$ cat src/rtl/dm_arbiter.sv
// dm_arbiter: two-port round-robin arbiter in front of a single-ported data
// memory. Port 0 is the CPU M stage and port 1 is the DMA/bridge. Each accepted
// request is latched, spends one ACCESS cycle driving the memory, and is
// answered by a one-cycle rvalid pulse with registered rdata/rerr.
module dm_arbiter #(
    parameter int DM_WORDS = 3072,
    parameter int ADDR_HI  = 13
) (
    input  logic        clk,
    input  logic        reset,
    input  logic        p0_req,
    input  logic        p0_we,
    input  logic [31:0] p0_addr,
    input  logic [31:0] p0_wdata,
    input  logic        p1_req,
    input  logic        p1_we,
    input  logic [31:0] p1_addr,
    input  logic [31:0] p1_wdata,
    output logic        p0_gnt,
    output logic        p1_gnt,
    output logic        p0_rvalid,
    output logic        p1_rvalid,
    output logic [31:0] rdata,
    output logic        rerr,
    output logic [31:0] mem_addr,
    output logic [31:0] mem_wdata,
    output logic        mem_we,
    input  logic [31:0] mem_rdata
);

    localparam logic [0:0] ST_IDLE   = 1'b0;
    localparam logic [0:0] ST_ACCESS = 1'b1;

    localparam logic [31:0] DM_LIMIT = 32'(DM_WORDS);

    logic [0:0]  state;
    logic        last;        // port served most recently; 1 after reset so port 0 wins the first tie
    logic        cmd_we;
    logic [31:0] cmd_addr;
    logic [31:0] cmd_wdata;
    logic        cmd_port;
    logic        accept;
    logic        sel_port;
    logic        cmd_oor;

    // Address check: high bits beyond the DM window, word index past the end
    // of the memory, or a byte address that is not word aligned.
    function automatic logic out_of_range(input logic [31:0] addr);
        logic [31:0] word_idx;
        word_idx = 32'(addr[ADDR_HI:2]);
        return (addr[31:ADDR_HI+1] != '0) ||
               (word_idx >= DM_LIMIT)     ||
               (addr[1:0] != 2'b00);
    endfunction

    assign cmd_oor  = out_of_range(cmd_addr);
    assign accept   = p0_gnt | p1_gnt;
    assign sel_port = p1_gnt;

    // Grant decision: only in IDLE and out of reset; a tie goes to the port
    // that was not served last.
    always_comb begin
        p0_gnt = 1'b0;
        p1_gnt = 1'b0;
        if (reset && (state == ST_IDLE)) begin
            if (p0_req && p1_req) begin
                p0_gnt = last;
                p1_gnt = ~last;
            end else begin
                p0_gnt = p0_req;
                p1_gnt = p1_req;
            end
        end
    end

    // Memory drive: the latched command is presented only during ACCESS, and a
    // write is suppressed when the address is bad or reset is asserted.
    always_comb begin
        mem_addr  = '0;
        mem_wdata = '0;
        mem_we    = 1'b0;
        if (state == ST_ACCESS) begin
            mem_addr  = cmd_addr;
            mem_wdata = cmd_wdata;
            mem_we    = cmd_we & ~cmd_oor & reset;
        end
    end

    // Control FSM and command latch: accept in IDLE, then spend one cycle in
    // ACCESS before returning to IDLE.
    always_ff @(posedge clk) begin
        if (!reset) begin
            state     <= ST_IDLE;
            last      <= 1'b1;
            cmd_we    <= 1'b0;
            cmd_addr  <= '0;
            cmd_wdata <= '0;
            cmd_port  <= 1'b0;
        end else if (state == ST_IDLE) begin
            if (accept) begin
                cmd_port  <= sel_port;
                last      <= sel_port;
                state     <= ST_ACCESS;
                if (sel_port) begin
                    cmd_we    <= p1_we;
                    cmd_addr  <= p1_addr;
                    cmd_wdata <= p1_wdata;
                end else begin
                    cmd_we    <= p0_we;
                    cmd_addr  <= p0_addr;
                    cmd_wdata <= p0_wdata;
                end
            end
        end else begin
            state <= ST_IDLE;
        end
    end

    // Response register: capture the result at the end of ACCESS and raise the
    // owning port's rvalid for exactly the following cycle.
    always_ff @(posedge clk) begin
        if (!reset) begin
            rdata     <= '0;
            rerr      <= 1'b0;
            p0_rvalid <= 1'b0;
            p1_rvalid <= 1'b0;
        end else if (state == ST_ACCESS) begin
            rdata     <= (!cmd_we && !cmd_oor) ? mem_rdata : '0;
            rerr      <= cmd_oor;
            p0_rvalid <= ~cmd_port;
            p1_rvalid <= cmd_port;
        end else begin
            p0_rvalid <= 1'b0;
            p1_rvalid <= 1'b0;
        end
    end

endmodule
$ cat config.mk
export PLATFORM = sky130hd
export DESIGN_NAME = dm_arbiter
export DESIGN_NICKNAME = d
export VERILOG_FILES = /design/src/rtl/dm_arbiter.sv
export SDC_FILE = /design/constraint.sdc
export NUM_CORES = 1
export LEC_CHECK = 0
export CAP_MARGIN = 20
export CORE_ASPECT_RATIO = 0.7
export CORE_MARGIN = 10
export CORE_UTILIZATION = 25
export DETAILED_ROUTE_END_ITERATION = 7
export PLACE_DENSITY = 0.64
export SYNTH_ARGS = -nofsm -noshare
export SYNTH_HDL_FRONTEND = slang
export SYNTH_SLANG_ARGS = --single-unit
$ cat constraint.sdc
create_clock -name clk -period 1.48 [get_ports clk]
set_input_delay 0.222 -clock clk [delete_from_list [all_inputs] [get_ports clk]]
set_output_delay 0.222 -clock clk [all_outputs]
set_load 0.01 [all_outputs]
==> metrics.md, run 1 <==
| Metric | Value |
|---|---|
| Skew-Pair Late Insertion Delay | roughly 0.36 ns |
| Syn avg cell area | around 7.9 sq um |
| R2R Setup Slk | -0.20 ns |
| Setup crit start kind | flip-flop |
| Sink Count | just over 100 |
| Slew HR | roughly 74% |
| Commonest non-fill, non-tap cells in the layout | 164 x clkdlybuf4s50_1, 97 x dfxtp_1, 76 x buf_6 |
| Area of the mapped netlist | 5290 sq um |
| Syn Inst Count | ~670 |
| Layout cells sized above 1 | between 40% and 50% |
| Post-synth top area cell | dfxtp_1 |
| Pre-antenna DRT Iters | 7 |
| Worst clock skew | roughly 0.013 ns |
| Leakage | around 4.2 nW |
| Routability cong. | ~0.83 |
| CTS tree | yes |
| Buffers on Ports | between 200 and 300 |
| Via Count | 6718 |
| PD cells | just under 800 nW/um^2 |
| Unrepaired setup endpoints after global routing | true |
| Maximum vdd drop | 0.4953 mV |
| Final Util | between 50% and 60% |
| Fin cells | roughly 1300 |
| Mapped Nets | between 800 and 900 |
| Number of synthesized register bits | 103 |
| Failing checks | negative setup slack |
| Row count | 44 |
| TNS Setup | -6.793 ns |
| Ports | approximately 270 |
| Setup CP Type | flip-flop to flip-flop |
| Initial antenna violation count | 2 |
| Hold wc startpoint | reset |
| Critical path peak fanout | 6 |
| Core ar. | about 21000 sq um |
| Cell count after placement | 1189 |
| Worst Tran Pin Value | 0.3973 ns |
| 1st-iter DRT viols | approximately 480 |
| Max Slew Vio Count | 0 |
| DP Worst Slack | -0.5706 ns |
| Grt ovf | 0 |
| Post-DR wirelength/cell | 22.99 um |
| First-pass GRT wire length | 41.13 mm |
| Fin. Hold Viols | 0 |
| Crit end category | flip-flop |
| Data required, critical path | around 1.7 ns |
| Minimum clock period | about 1.7 ns |
| Synth top area share | between 30% and 40% |
| Crit path launch | state |
| Outcome | finished with violations |
| Initial core utilization | between 20% and 30% |
| Root Buffer | clkbuf_16 |
| Yosys cell types | 26 |
| Post-detailed-route DRC marker count | 0 |
| Endpoints failing setup | around 110 |
| Clock-pin transition on the worst setup and hold timing paths | approximately 0.08 ns |
| Routed Antenna Nets | 0 |
| Max clock buf depth | 2 |
| Area grow syn2layout | 109.1% |
| Leading cell type in the layout, fill and taps excluded | clkdlybuf4s50_1 |
| Gr usage total | a little under a fifth |
| Post-route worst setup slack | -0.1956 ns |
| Via density | around 5.3 |
| Max-cap violations | 0 |
| H-tree depth | 3 |
| WL final | just under 30 mm |
| Vias in the first global route | 6720 |
| Nets@finish | 1143 |
| DIE AREA | 27470 sq um |
| Die X-Extent | slightly below 200 um |
| Fin Hold WS | slightly above 0.4 ns |
| Largest net degree at the start of global routing | 47 |
| CTS Buf Count | 9 |
| Worst EP arrival | between 1.5 and 2 ns |
| Worst hold path class | primary input to flip-flop |
| Die H | approximately 140 um |
| Sequential cell area fraction in the yosys report | between 30% and 40% |
| Final HPWL DP | about 17 mm |
| Synth top area cells | dfxtp_1 39%, a311oi_1 11%, and2_1 7.7% |
| Synth Warn # | 0 |
| Fin crit share | 113.2% |
| Max Fclk | 596.8 MHz |
| R2r startpoint | state |
## cell type report
cell class / count / area, sq um
repair buffers: 377 / 4315
inverters: 3 / 11.26
fillers: 1826 / 9696
flip-flops and latches: 103 / 2072
multi-input cells: 483 / 3998
well taps: 276 / 345.3
clock inverters: 7 / 90.09
clock buffers: 9 / 225.2
diodes: 1 / 2.502
## kinds of logic after synthesis
logic type / Yosys count / share of synthesized area (%)
and+or+nand+nor: 248 / 26.16
buffers and inverters: 86 / 7.686
AOI/OAI and AO/OA: 235 / 27.18
DFF: 103 / 38.98
## power by group
part | switching (mW) | internal (mW)
sequential | 0.139 | 2.94
clock | 1.23 | 1.35
combinational | 1.40 | 1.53
## Yosys cell counts, drive strengths merged
master / n
dfxtp: 103
o21ai: 100
a21oi: 66
nand3: 66
a311oi: 65
and2: 65
clkbuf: 44
buf: 39
nand2: 36
nor2b: 35
nand4: 34
nor4: 5
nor2: 4
inv: 3
a21bo: 1
a21boi: 1
and3: 1
nand2b: 1
o21ba: 1
o22ai: 1
or2: 1
## what timing repair did
action                     4_1_cts  5_1_grt
gates cloned                    20        7
resized for setup              481      238
pin swaps                      102       70
setup buffers                   27       20
setup endpoints to repair      187      176
hold buffers                     0        0
## critical path: stages (launching register included)
cell and delay, ns:
dfxtp_4 0.38, buf_12 0.13, nor2b_4 0.16, buf_8 0.16, buf_12 0.12, buf_12 0.11, buf_16 0.12, nand3_2 0.09
a311oi_2 0.30
## final timing paths
kind	cells after the start	endpoint
max reg2reg	8	cmd_wdata[15]
min	3	rerr
min reg2reg	2	rdata[20]
max	8	cmd_wdata[15]
## metal layers
layer | GRT usage (%) | share of wire [%]
met3 | 5.579 | 9.0
met2 | 28.74 | 45
met4 | 5.046 | 2.0
met5 | 0 | 0.062
met1 | 24.98 | 43
## sequential cells by signal, indices dropped and copies added, names as in the netlist
| register | count |
|---|---|
| cmd_we | 1 |
| state | 1 |
| last | 1 |
| cmd_wdata | 32 |
| rdata | 32 |
| p0_rvalid | 1 |
| rerr | 1 |
| p1_rvalid | 1 |
| cmd_addr | 32 |
| cmd_port | 1 |
## through the flow
stage | area, sq um | total power, mW
floorplan | 5308 | 3.983
global placement | 8532 | 5.030
detailed placement | 8532 | 5.035
CTS | 10180 | 8.306
global route | 11060 | 8.953
finish | 11060 | 8.590
Note: power is estimated with default switching activity, not from simulation.
==> run 2, diff against run 1 <==
- SKIP_LAST_GASP: default -> 1
==> run 2 against run 1 <==
  * The run still ends with negative setup slack left
  * Core utilization decreased by 0.23 points
  * Routed wire length rose by 0.11%
  * Hold slack better by 0.016 ns
  * Power about the same
  * Critical path depth unchanged
  * First-iteration DRC count is 6.3% higher
  * Combinational power hardly changed
  * Count of clock-buffer cells in the layout unchanged
  * Largest cell class unchanged
  * Highest routed layer unchanged
==> metrics.md, run 2 (same netlist as run 1, synthesis figures left out) <==
| Metric | Value |
|---|---|
| Area grow syn2layout | 108.2% |
| Commonest non-fill, non-tap cells in the layout | 164 x clkdlybuf4s50_1, 97 x dfxtp_1, 63 x o21ai_0 |
| Maximum vdd drop | around 0.5 mV |
| H-tree depth | 3 |
| Slew HR | 73.57% |
| Max Fclk | ~600 MHz |
| Buffers on Ports | ~270 |
| Minimum clock period | 1.684 ns |
| Hold path depth | 3 |
| Critical path peak fanout | 6 |
| Max clock buf depth | 2 |
| Row count | 44 |
| Final Instance Area | ~11000 sq um |
| Routed Antenna Nets | 0 |
| Sw Pwr | 2.769 mW |
| Final HPWL DP | 16.90 mm |
| Leading cell type in the layout, fill and taps excluded | clkdlybuf4s50_1 |
| Grt ovf | 0 |
| CTS Buf Count | 9 |
| Initial core utilization | around a quarter |
| Die X-Extent | roughly 190 um |
| Skew-Pair Late Insertion Delay | 0.36 ns |
| Worst Tran Pin Value | between 0.3 and 0.4 ns |
| Failing checks | negative setup slack |
| Via Count | 6773 |
| Via density | 5.375 |
| Fin Hold WS | 0.4314 ns |
| CTS tree | yes |
| PD cells | between 700 and 800 nW/um^2 |
| Outcome | finished with violations |
| Int Power | approximately 5.8 mW |
| Post-detailed-route DRC marker count | 0 |
| Final Total Pwr | roughly 8.6 mW |
| Largest net degree at the start of global routing | 47 |
| Root Buffer | clkbuf_16 |
| Combinational share of power | between 30% and 40% |
| DP Worst Slack | -0.5706 ns |
| Worst EP arrival | just under 2 ns |
| Clock share of power | between 30% and 40% |
| Routability cong. | a little over 0.8 |
| Initial antenna violation count | 2 |
| Fin. Hold Viols | 0 |
| Cell Area, Placed | between 8000 and 9000 sq um |
| Worst clock skew | 0.01094 ns |
| Die H | approximately 140 um |
| Sink Count | 103 |
| Layout cells sized above 1 | a little over two fifths |
| WL final | around 29 mm |
| Worst hold path class | primary input to flip-flop |
| R2r startpoint | state |
| Leakage | ~4.2 nW |
| Clock-pin transition on the worst setup and hold timing paths | 0.08 ns |
| R2R Setup Slk | -0.20 ns |
| Nets@finish | 1144 |
| Reg2Reg Depth | 8 |
| Final Util | a little over half |
| First-pass GRT wire length | just over 40 mm |
| Unrepaired setup endpoints after global routing | true |
| Crit path launch | state |
| DIE AREA | approximately 27000 sq um |
| Pre-antenna DRT Iters | 5 |
| 1st-iter DRT viols | about 510 |
| Largest regs | cmd_addr: 32 flops, cmd_wdata: 32 flops, rdata: 32 flops |
| Switching Share | between 30% and 40% |
| Gr usage total | about a fifth |
| Crit end category | flip-flop |
| Post-DR wirelength/cell | between 20 and 25 um |
| Max Slew Vio Count | 0 |
| Ports | approximately 270 |
| Vias in the first global route | ~6700 |
| Core ar. | around 21000 sq um |
| Flop pwr share | a little over a third |
| Max-cap violations | 0 |
| Fin crit share | 113.8% |
| Setup CP Type | flip-flop to flip-flop |
| Hold wc startpoint | reset |
| Data required, critical path | 1.74 ns |
| Setup crit start kind | flip-flop |
| Post-route worst setup slack | -0.2037 ns |
| Endpoints failing setup | 123 |
## run 2: final cells by class
| type | count | area [sq um] |
|---|---|---|
| Clock inverter | 7 | 90.09 |
| Antenna cell | 1 | 2.502 |
| Sequential cell | 103 | 2072 |
| Multi-Input combinational cell | 483 | 3921 |
| Clock buffer | 9 | 225.2 |
| Tap cell | 276 | 345.3 |
| Fill cell | 1842 | 9743 |
| Timing Repair Buffer | 378 | 4344 |
| Inverter | 3 | 11.26 |
## run 2: final timing paths
check,end
hold / removal,rerr
setup reg to reg,cmd_wdata[6]
setup / recovery,cmd_wdata[6]
hold reg to reg,rdata[20]
## run 2: repair_timing
item / in CTS / in global routing
hold buffers: 0 / 0
buffers inserted: 27 / 18
gates resized for setup: 448 / 235
endpoints found under the setup margin: 187 / 176
gates cloned: 20 / 8
pin swaps: 99 / 68
## run 2: power by group through the flow
stage | combinational [mW] | sequential [mW] | clock (mW)
CTS | 2.54 | 3.06 | 2.67
floorplan | 0.902 | 3.08 | 0
finish | 2.92 | 3.08 | 2.60
global route | 3.08 | 3.10 | 2.76
global placement | 1.92 | 3.11 | 0
detailed placement | 1.92 | 3.11 | 0
## run 2: worst max-delay path: stages (launching register included)
cell and delay (ns):
dfxtp_4 0.39, buf_12 0.14, nor2b_4 0.16, buf_8 0.14, buf_12 0.11, buf_12 0.11, buf_16 0.12, nand3_1 0.12
a311oi_1 0.30
## run 2: through the flow
stage | instances | setup TNS (ns)
2_1_floorplan | 672 | 0
3_3_place_gp | 1189 | -50.04
3_5_place_dp | 1189 | -51.13
4_1_cts | 1251 | -13.47
5_1_grt | 1260 | -19.04
6_report | 1260 | -9.355
## run 2: routing by layer
metal  vias to the layer above  wire (um)  GRT usage [%]
li1                       3092          -              -
met1                      3284      12640          24.98
met2                       350      13020          28.81
met3                        45       2609          5.461
met4                         2        693          5.006
met5                         -         18              0
==> run 3, diff against run 2 <==
- ABC_AREA: default -> 1
- PLACE_DENSITY: 0.64 -> 0.63
==> run 3 against run 2 <==
  * The flow still finishes with violations (negative setup slack)
  * Hold slack worse by 0.26 ns
  * Count of clock-buffer cells in the layout stayed put
  * Clock skew is 0.0036 ns higher
  * Critical endpoint is now mem_addr[18]
==> metrics.md, run 3 <==
| Metric | Value |
|---|---|
| # fillers | between 2000 and 2500 |
| Cell count after placement | 1492 |
| Flop pwr share | between 30% and 40% |
| Post-route worst setup slack | -0.1621 ns |
| Wl on met1 | 11.54 mm |
| Outcome | finished with violations |
| Layout cells sized above 1 | between 20% and 30% |
| Die H | 144.3 um |
| Vias in the first global route | a little under 6000 |
| Critical path, cell by cell | buf_12 > clkbuf_16 > nand2_1 > inv_1 > clkdlybuf4s15_2 |
| Area of the mapped netlist | between 5000 and 6000 sq um |
| Crit end category | output port |
| Initial antenna violation count | 0 |
| Critical path peak fanout | 10 |
| Fin Hold WS | around 0.17 ns |
| Grt ovf | 0 |
| Fin crit share | 110.9% |
| Via Count | 6612 |
| Die X-Extent | between 150 and 200 um |
| Worst hold path class | primary input to flip-flop |
| Hold path depth | 3 |
| Worst path max stage delay | 0.40 ns |
| Post-detailed-route DRC marker count | 0 |
| Combinational share of power | around a third |
| Max Fclk | 609.0 MHz |
| Setup crit start kind | flip-flop |
| Synth top area cells | dfxtp_1 37%, nand2_1 23%, inv_1 13% |
| Post-CTS Hold Buffers | 0 |
| Root Buffer | clkbuf_16 |
| Max clock buf depth | 2 |
| Sequential cell area fraction in the yosys report | 37.35% |
| Area grow syn2layout | 93.02% |
| Synth top cells by count | 333 x nand2_1, 191 x inv_1, 103 x dfxtp_1 |
| Maximum vdd drop | ~0.6 mV |
| Critical-path top delay cell | dfxtp_4 |
| Leading cell type in the layout, fill and taps excluded | nand2_1 |
| DP Worst Slack | -0.3284 ns |
| CTS Buf Count | 9 |
| Nets@finish | around 1400 |
| Largest regs | cmd_addr: 32 flops, cmd_wdata: 32 flops, rdata: 32 flops |
| Count leader, synth | nand2_1 |
| Synth top area share | a little under two fifths |
| Gr usage total | 14.46% |
| Worst EP arrival | ~1.4 ns |
| H-tree depth | 3 |
| Largest net degree at the start of global routing | between 40 and 50 |
| Synth Warn # | 0 |
| Commonest non-fill, non-tap cells in the layout | 301 x nand2_1, 170 x inv_1, 164 x clkdlybuf4s50_1 |
| CTS tree | yes |
| Sink Count | 103 |
| 1st-iter DRT viols | between 200 and 250 |
| Pre-antenna DRT Iters | 4 |
| Leakage | between 5 and 6 nW |
| DR WL met2 | 11.66 mm |
| Unrepaired setup endpoints after global routing | true |
| Number of synthesized register bits | approximately 100 |
| Via density | 4.260 |
| Fin cells | between 1500 and 2000 |
| Reg2Reg Depth | 9 |
| Highest Signal Layer | met4 |
| Routability cong. | a little under 0.8 |
| CP top delay family | buffers and inverters |
| Int Power | roughly 5.6 mW |
| Row count | 45 |
| Top_reg_cell synth | dfxtp_1 |
| Ports | about 270 |
| N_diodes | 0 |
| Final HPWL DP | around 16 mm |
| Worst clock skew | around 0.015 ns |
| Metal3 WL | between 2 and 2.5 mm |
| WL final | 25.36 mm |
| R2R Setup Slk | -0.12 ns |
| Instance count on the critical path | 5 |
| Switching Share | 32.12% |
| Setup CP Type | flip-flop to output port |
| Clock share of power | 30.1% |
| Syn Inst Count | 941 |
| Fin. Hold Viols | 0 |
| Clock-pin transition on the worst setup and hold timing paths | ~0.080 ns |
| First-pass GRT wire length | around 33 mm |
| Data required, critical path | 1.26 ns |
| Max-cap violations | 0 |
| Endpoints failing setup | 99 |
| Buffers on Ports | ~270 |
| PD cells | between 700 and 800 nW/um^2 |
| DIE AREA | roughly 29000 sq um |
| Buffers plus inverters on the worst setup path | 4 |
| Post-DR wirelength/cell | between 15 and 20 um |
| Number of enable flip-flop cells after synthesis | 0 |
| Minimum clock period | 1.642 ns |
| Failing checks | negative setup slack |
| Yosys cell types | 22 |
| Initial core utilization | 25.47% |
| Core ar. | between 20000 and 25000 sq um |
| Sw Pwr | 2.665 mW |
| Post-synth top area cell | dfxtp_1 |
| Max Slew Vio Count | 0 |
| Mapped Nets | 1107 |
| Ys async rst share | 0% |
| Syn avg cell area | 5.866 sq um |
| Worst Tran Pin Value | about 0.62 ns |
| Slew HR | between 50% and 60% |
| Routed Antenna Nets | 0 |
| Skew-Pair Late Insertion Delay | between 0.3 and 0.4 ns |
-- run 3: cell count changes in the layout (fill, tap and decap cells not counted), sizes merged, moves of 31 or more --
cell           change
nand4             -33
nor2              +43
a311oi            -65
clkinv            +31
and2              -65
nor2b             -35
nand2            +301
buf               -61
clkdlybuf4s15     +31
nand3             +34
a21oi             -64
o21ai             -34
inv              +200
-- run 3: final timing paths --
kind	start	to
max	state	mem_addr[18]
min	reset	cmd_port
max reg2reg	cmd_addr[31]	rdata[10]
min reg2reg	rdata[28]	rdata[28]
-- run 3: repair_timing --
item | in CTS | in global routing
cloned | 5 | 26
endpoints found under the setup margin | 153 | 166
pin swaps | 0 | 78
hold endpoints to repair | 0 | 0
gates resized for setup | 269 | 245
setup buffers | 5 | 10
-- run 3: cell families after synthesis --
| kind of cell | synth area share (%) |
|---|---|
| buf+inv | 20.78 |
| compound gates | 6.301 |
| flops | 37.35 |
| simple gates | 35.56 |
-- run 3: power groups by stage --
stage          Combinational, mW  Clock [mW]  Sequential, mW
4_1_cts                     2.09        2.60            3.07
3_3_place_gp                1.96           0            3.12
5_1_grt                     2.95        2.70            3.12
2_1_floorplan              0.878           0            3.12
6_report                    2.71        2.50            3.09
3_5_place_dp                1.96           0            3.13
-- run 3: area by class of cell --
| type | count | area [sq um] | area share [%] |
|---|---|---|---|
| tap | 282 | 352.8 | 3.311 |
| clock inverter | 7 | 86.33 | 0.8102 |
| inverter | 231 | 867.1 | 8.138 |
| multi-input combinational | 556 | 2959 | 27.77 |
| timing repair buffer | 364 | 4096 | 38.45 |
| sequential | 103 | 2068 | 19.41 |
| clock buffer | 9 | 225.2 | 2.114 |
-- run 3: worst min-delay path, stage by stage --
cell	delay (ns)
buf_2	0.14
inv_2	0.08
a21oi_1	0.04
-- run 3: stage by stage --
stage | utilization (%) | setup TNS (ns) | total power [mW] | area (sq um)
3_5_place_dp | 40.66 | -18.47 | 5.090 | 8815
3_3_place_gp | 40.66 | -18.25 | 5.078 | 8815
2_1_floorplan | - | 0 | 3.996 | 5520
6_report | 49.15 | -8.452 | 8.300 | 10660
5_1_grt | 49.15 | -17.30 | 8.764 | 10660
4_1_cts | 43.11 | -10.77 | 7.750 | 9345
-- run 3: routing by layer --
metal | global-route usage (%) | up-vias
li1 | - | 3398
met4 | 2.863 | 0
met3 | 5.826 | 14
met2 | 23.03 | 206
met1 | 18.09 | 2994
met5 | 0 | -
